==> src/rtl/dffre_pipe.sv <==
`default_nettype none
// ============================================================================
// Module      : dffre_pipe
// Description : Elastic register pipeline with a valid/ready handshake.
//               Carries a WIDTH-bit payload through DEPTH stages with global
//               enable, synchronous flush, bubble collapsing and an
//               occupancy count.
// Revision    : 1.0 - initial release
// ============================================================================
module dffre_pipe #(
    parameter int               WIDTH     = 8,
    parameter int               DEPTH     = 2,
    parameter logic [WIDTH-1:0] RESET_VAL = '0
) (
    input  logic                         clk,
    input  logic                         r,
    input  logic                         en,
    input  logic                         flush,
    input  logic                         in_valid,
    output logic                         in_ready,
    input  logic [WIDTH-1:0]             in_data,
    output logic                         out_valid,
    input  logic                         out_ready,
    output logic [WIDTH-1:0]             out_data,
    output logic [$clog2(DEPTH+1)-1:0]   occupancy
);

    localparam int c_OCC_W = $clog2(DEPTH + 1);

    logic [DEPTH-1:0] r_vld;
    logic [WIDTH-1:0] r_dat [DEPTH];

    logic [DEPTH-1:0] w_load;
    logic             w_upd;
    logic             w_accept;
    logic [c_OCC_W-1:0] w_occ;

    // The backward advance chain adv[i] = vld[i] & (~vld[i+1] | adv[i+1])
    // flattens to: stage i may load when the output is draining or any
    // stage at or above i is empty. Computing it this way keeps each bit a
    // direct function of state and out_ready, with no ripple through
    // neighbouring load bits.
    generate
        for (genvar i = 0; i < DEPTH; i++) begin : g_load
            assign w_load[i] = out_ready | ~(&r_vld[DEPTH-1:i]);
        end
    endgenerate

    assign w_upd     = en & ~flush;
    assign in_ready  = w_upd & w_load[0];
    assign w_accept  = in_valid & in_ready;
    assign out_valid = en & r_vld[DEPTH-1];
    assign out_data  = r_dat[DEPTH-1];

    // Stage registers: reset, flush of valid bits, or per-stage shift/hold.
    always_ff @(posedge clk) begin
        if (r) begin
            r_vld <= '0;
            for (int i = 0; i < DEPTH; i++) begin
                r_dat[i] <= RESET_VAL;
            end
        end else if (en) begin
            if (flush) begin
                // Payload is left in place; only the valid bits are cleared.
                r_vld <= '0;
            end else begin
                if (w_load[0]) begin
                    r_vld[0] <= w_accept;
                    if (w_accept) begin
                        r_dat[0] <= in_data;
                    end
                end
                for (int i = 1; i < DEPTH; i++) begin
                    if (w_load[i]) begin
                        r_vld[i] <= r_vld[i-1];
                        if (r_vld[i-1]) begin
                            r_dat[i] <= r_dat[i-1];
                        end
                    end
                end
            end
        end
    end

    // Occupancy is the population count of the registered valid bits.
    always_comb begin
        w_occ = '0;
        for (int i = 0; i < DEPTH; i++) begin
            w_occ = w_occ + c_OCC_W'(r_vld[i]);
        end
    end

    assign occupancy = w_occ;

endmodule
`default_nettype wire

==> config.mk <==
export PLATFORM = sky130hd
export DESIGN_NAME = dffre_pipe
export DESIGN_NICKNAME = d
export VERILOG_FILES = /design/src/rtl/dffre_pipe.sv
export SDC_FILE = /design/constraint.sdc
export NUM_CORES = 1
export LEC_CHECK = 0
export CAP_MARGIN = 10
export CELL_PAD_IN_SITES_DETAIL_PLACEMENT = 1
export CELL_PAD_IN_SITES_GLOBAL_PLACEMENT = 1
export CORE_ASPECT_RATIO = 0.7
export CORE_MARGIN = 4
export CORE_UTILIZATION = 39
export DETAILED_ROUTE_END_ITERATION = 8
export GPL_TIMING_DRIVEN = 0
export PLACE_DENSITY_LB_ADDON = 0.1
export SETUP_SLACK_MARGIN = 0.3
export SYNTH_ARGS = -nofsm -noshare
export SYNTH_HDL_FRONTEND = slang
export SYNTH_SLANG_ARGS = --single-unit
export TNS_END_PERCENT = 20
==> constraint.sdc <==
create_clock -name clk -period 4.5 [get_ports clk]
set_input_delay 0.9 -clock clk [delete_from_list [all_inputs] [get_ports clk]]
set_output_delay 0.9 -clock clk [all_outputs]
set_load 0.01 [all_outputs]
* Yosys cells after proc, flatten, opt, wreduce, memory -nomap -nowiden *
Memory sizes are Yosys's and may differ from the RTL's.
Cells that the tools add are included.

operators by class
  add/subtract/negate cells = 1
  mux-type cells = 19
  bitwise operators = 11
  reduce and logical (&&, ||, !) cells = 5

operators with widths
  cell                count
  $mux W1             16
  $mux W8             2
  $reduce_and A2 Y1   3
  $and A1 B1 Y1       4
  $or A1 B1 Y1        4
  $reduce_bool A2 Y1  2
  $not A1 Y1          3
  $add A1 B1 Y2       1
  $mux W2             1

word-level totals
  register bits = 2
  RAM bits = 16
  input bits = 14
  output and inout bits = 12
  word-level logic and storage cells = 39
  memories = 1

memory list
  name   depth  width  rd ports  clocked after memory_dff  write ports  RTL line  text
  r_dat  2      8      2         0                         2            31        logic [WIDTH-1:0] r_dat [DEPTH];

* Depth between registers and ports, before layout *
  word-level depth = 12
  mapped depth = 6
  gate-level depth less buffers = 4

* Least setup slack after synthesis *
Ideal clock, no wire load.

  path kind = input-to-output
  from = input port en
  to = output port in_ready
  data arrival time = 1220 ps
  data required time = 3600 ps
  path slack = 2380 ps
  stages on the path = 2
  buffers on the path = 0
  path through = inv_1 -> nor3_1

on the way
  word-level cells in the longest chain between the ends = 2

RTL lines
  element        RTL line  text
  from (decl)    17        input logic en,
  $and A1 B1 Y1  49        assign w_upd = en & ~flush;
  $and A1 B1 Y1  50        assign in_ready = w_upd & w_load[0];
  to (decl)      20        output logic in_ready,

Every way passes these cells.

* Worst setup path in the final report *
Ends and elaborated chain as after synthesis.

==> flow_summary.toml <==
[placement]
dp_hpwl_um = 1470
gp_congestion = 0.708
dp.cells = 137
post_dp_cell_area_um2 = 1240
numPortBuffers = 24
preCtsSetupSlack_ns = 1.36

[setup_path]
crit_type = "input port to primary output"
startpoint_type = "input port"
reg2reg_slack_ns = 2.58
crit_path_end_kind = "primary output"
critPathMaxFanout = 5
cp_slowest_cell = "clkdlybuf4s50_1"
crit_family = "buffers and inverters"
cp_cell_sequence = "clkdlybuf4s50_1 -> inv_1 -> nor3_1 -> clkdlybuf4s50_1"
cp_common_cell = "clkdlybuf4s50_1"
critPathArrivalTime_ns = 2.24
critPathBufInv = 3
slowest_delay_ns = 0.56
required_ns = 3.60

[clock_network]
clock-root-buffer = "clkbuf_4"
post_cts_buffers = 0
cts_tree = "done"
clock_tree.buffer_depth = 2
cts_made_buffers = 3
htree_levels = 1
cts-resized-gates = 0
clk_pin_slew_ns = 0.09
cts_num_sinks = 18
hold_buffers = 0
clk_latency_ns = 0.29

[global_routing]
grt_usage_pct = 13.1
antenna_found_initial = 0
grt_remaining_overflow = 0
grt_pass1_vias = 702
grt_pass1_wl_um = 3240
grt_max_degree = 11

[drt]
drtIter0Drc = 22
viasPerCell = 4.69
vias = 661
avgRoutedWirePerCell_um = 13.1
wirelength_um = 1840
drtPass1Iterations = 3
ant_nets = 0
remaining_drc_errors = 0

[hold_path]
hold_class = "register to register"

[layout]
utilization_pct = 56.6
stdcell_count = 141
layout-drive-gt1-share_pct = 22.9
stdcell_area_um2 = 1270
diodes = 0
area_growth_pct = 31.9
nNetsFinal = 125

[sta]
hold_viol = 0
setup_ws_ns = 1.36
setup_viol = 0
relSlewSlack_pct = 74.3
period_share_pct = 69.7
rsz0062_at_grt = "no"
fmax_ghz = 0.319
worstMarginPinSlew_ns = 0.386
period_needed_ns = 3.14
totalNegativeSetupSlack_ns = 0
fin_skew_ns = 0.00412
hold_slack_ns = 0.510
slew_violations = 0

[synthesis]
ys_warn_count = 0
syn-num-nets = 96
yosysTopAreaCellShare_pct = 49.9
ys_types = 22
syn_inst = 81
synth_area_um2 = 962
ys_ff_latch = 18
ys_seq_area_share_pct = 54.1
yosys-top-cells-area = "edfxtp_1 50%, nand2b_1 11%, a21oi_2 8.2%"
avgSynthCellArea_um2 = 11.9
yosysTopAreaCell = "edfxtp_1"

[floorplanning]
rows = 14
die_area_um2 = 3340
initial_core_util_pct = 42.9
die_w_um = 67.4
coreArea_um2 = 2240
die_h_um = 49.6
ios = 26

[pwr]
p_seq_share_pct = 59.7
power_density_nw_per_um2 = 254
p_sw_share_pct = 22.2
clockPowerShare_pct = 25.1
peakVddDrop_v = 0.000109
power_frac_comb_pct = 15.2
total_power_uw = 322
p_leak_nw = 0.451
power.switching_uw = 71.4
p_int_uw = 250

[job]
maxCapViolations = 0

[outcome]
status = "complete, no violations"
[registers in the layout (all words and copies together), names as in the netlist]
| register | count |
|---|---|
| r_dat | 16 |
| r_vld | 2 |
[tightest hold or removal path: cells and delay by family (launching register included)]
kind	cells	cell delay, ns
flip-flops	1	0.34
AO/OA/AOI/OAI	2	0.13
[area by class of cell]
type,instances,area (um2)
buffer,13,106
clock buffer,3,22.5
clock inverter,1,3.75
fill,250,973
inverter,2,7.51
multi-input combinational,48,328
sequential,18,520
tap,32,40.0
timing repair buffer,24,240
[power by group through the flow]
stage | logic [mW] | clock network (mW) | registers [mW]
finish | 0.0488 | 0.0808 | 0.192
global route | 0.0535 | 0.0956 | 0.193
CTS | 0.0496 | 0.0837 | 0.192
detailed placement | 0.0495 | 0 | 0.196
global placement | 0.0482 | 0 | 0.196
floorplan | 0.0257 | 0 | 0.195
[cells by family after synthesis]
group	after synthesis	share of synthesized area, %
fa+ha+maj	1	1.30
buf+inv	15	11.8
simple gates	26	16.9
compound gates	21	15.9
flops	18	54.1
[cells in the mapped netlist]
library cell / instances
buf_4: 9
inv_1: 2
a21o_1: 1
o21ai_0: 2
nand3b_1: 1
a21oi_1: 8
nor3b_1: 1
nor2b_2: 1
clkbuf_1: 2
ha_1: 1
nand2b_1: 17
or3_1: 1
buf_12: 1
nand2_1: 2
and2_1: 1
edfxtp_1: 16
a21oi_2: 9
buf_6: 1
nor3_1: 1
dfxtp_1: 2
or2b_1: 1
a21oi_4: 1
[placed cells by master (no fill, tap or decap)]
master | netlist | layout
nand2_1 | 2 | 2
dfxtp_1 | 2 | 2
nand3b_1 | 1 | 1
ha_1 | 1 | 1
nand2b_1 | 17 | 17
clkinv_1 | 0 | 1
nor3b_1 | 1 | 1
a21oi_2 | 9 | 9
a21oi_4 | 1 | 1
nor2b_2 | 1 | 1
clkbuf_4 | 0 | 3
nor3_1 | 1 | 1
buf_12 | 1 | 1
buf_6 | 1 | 1
a21oi_1 | 8 | 8
clkbuf_1 | 2 | 2
or3_1 | 1 | 1
edfxtp_1 | 16 | 16
a21o_1 | 1 | 1
and2_1 | 1 | 1
o21ai_0 | 2 | 2
clkdlybuf4s50_1 | 0 | 24
buf_4 | 9 | 9
or2b_1 | 1 | 1
inv_1 | 2 | 2
[path summary, 6_finish.rpt]
kind              cells after the start  startpoint     endpoint
setup / recovery                      4          en     in_ready
hold / removal                        2    r_vld[0]     r_vld[0]
setup reg to reg                      5    r_vld[1]  r_dat[0][6]
hold reg to reg                       2    r_vld[0]     r_vld[0]
[routing by layer]
layer | wire length (um) | share of wire (%) | vias to the layer above | GRT usage (%)
met3 | 103 | 5.6 | 4 | 4.77
met2 | 923 | 50 | 17 | 21.0
met4 | 21 | 1.1 | 0 | 4.04
li1 | - | - | 327 | -
met5 | 0 | 0 | - | 0
met1 | 793 | 43 | 313 | 16.2
(Power assumes the default switching activity.)
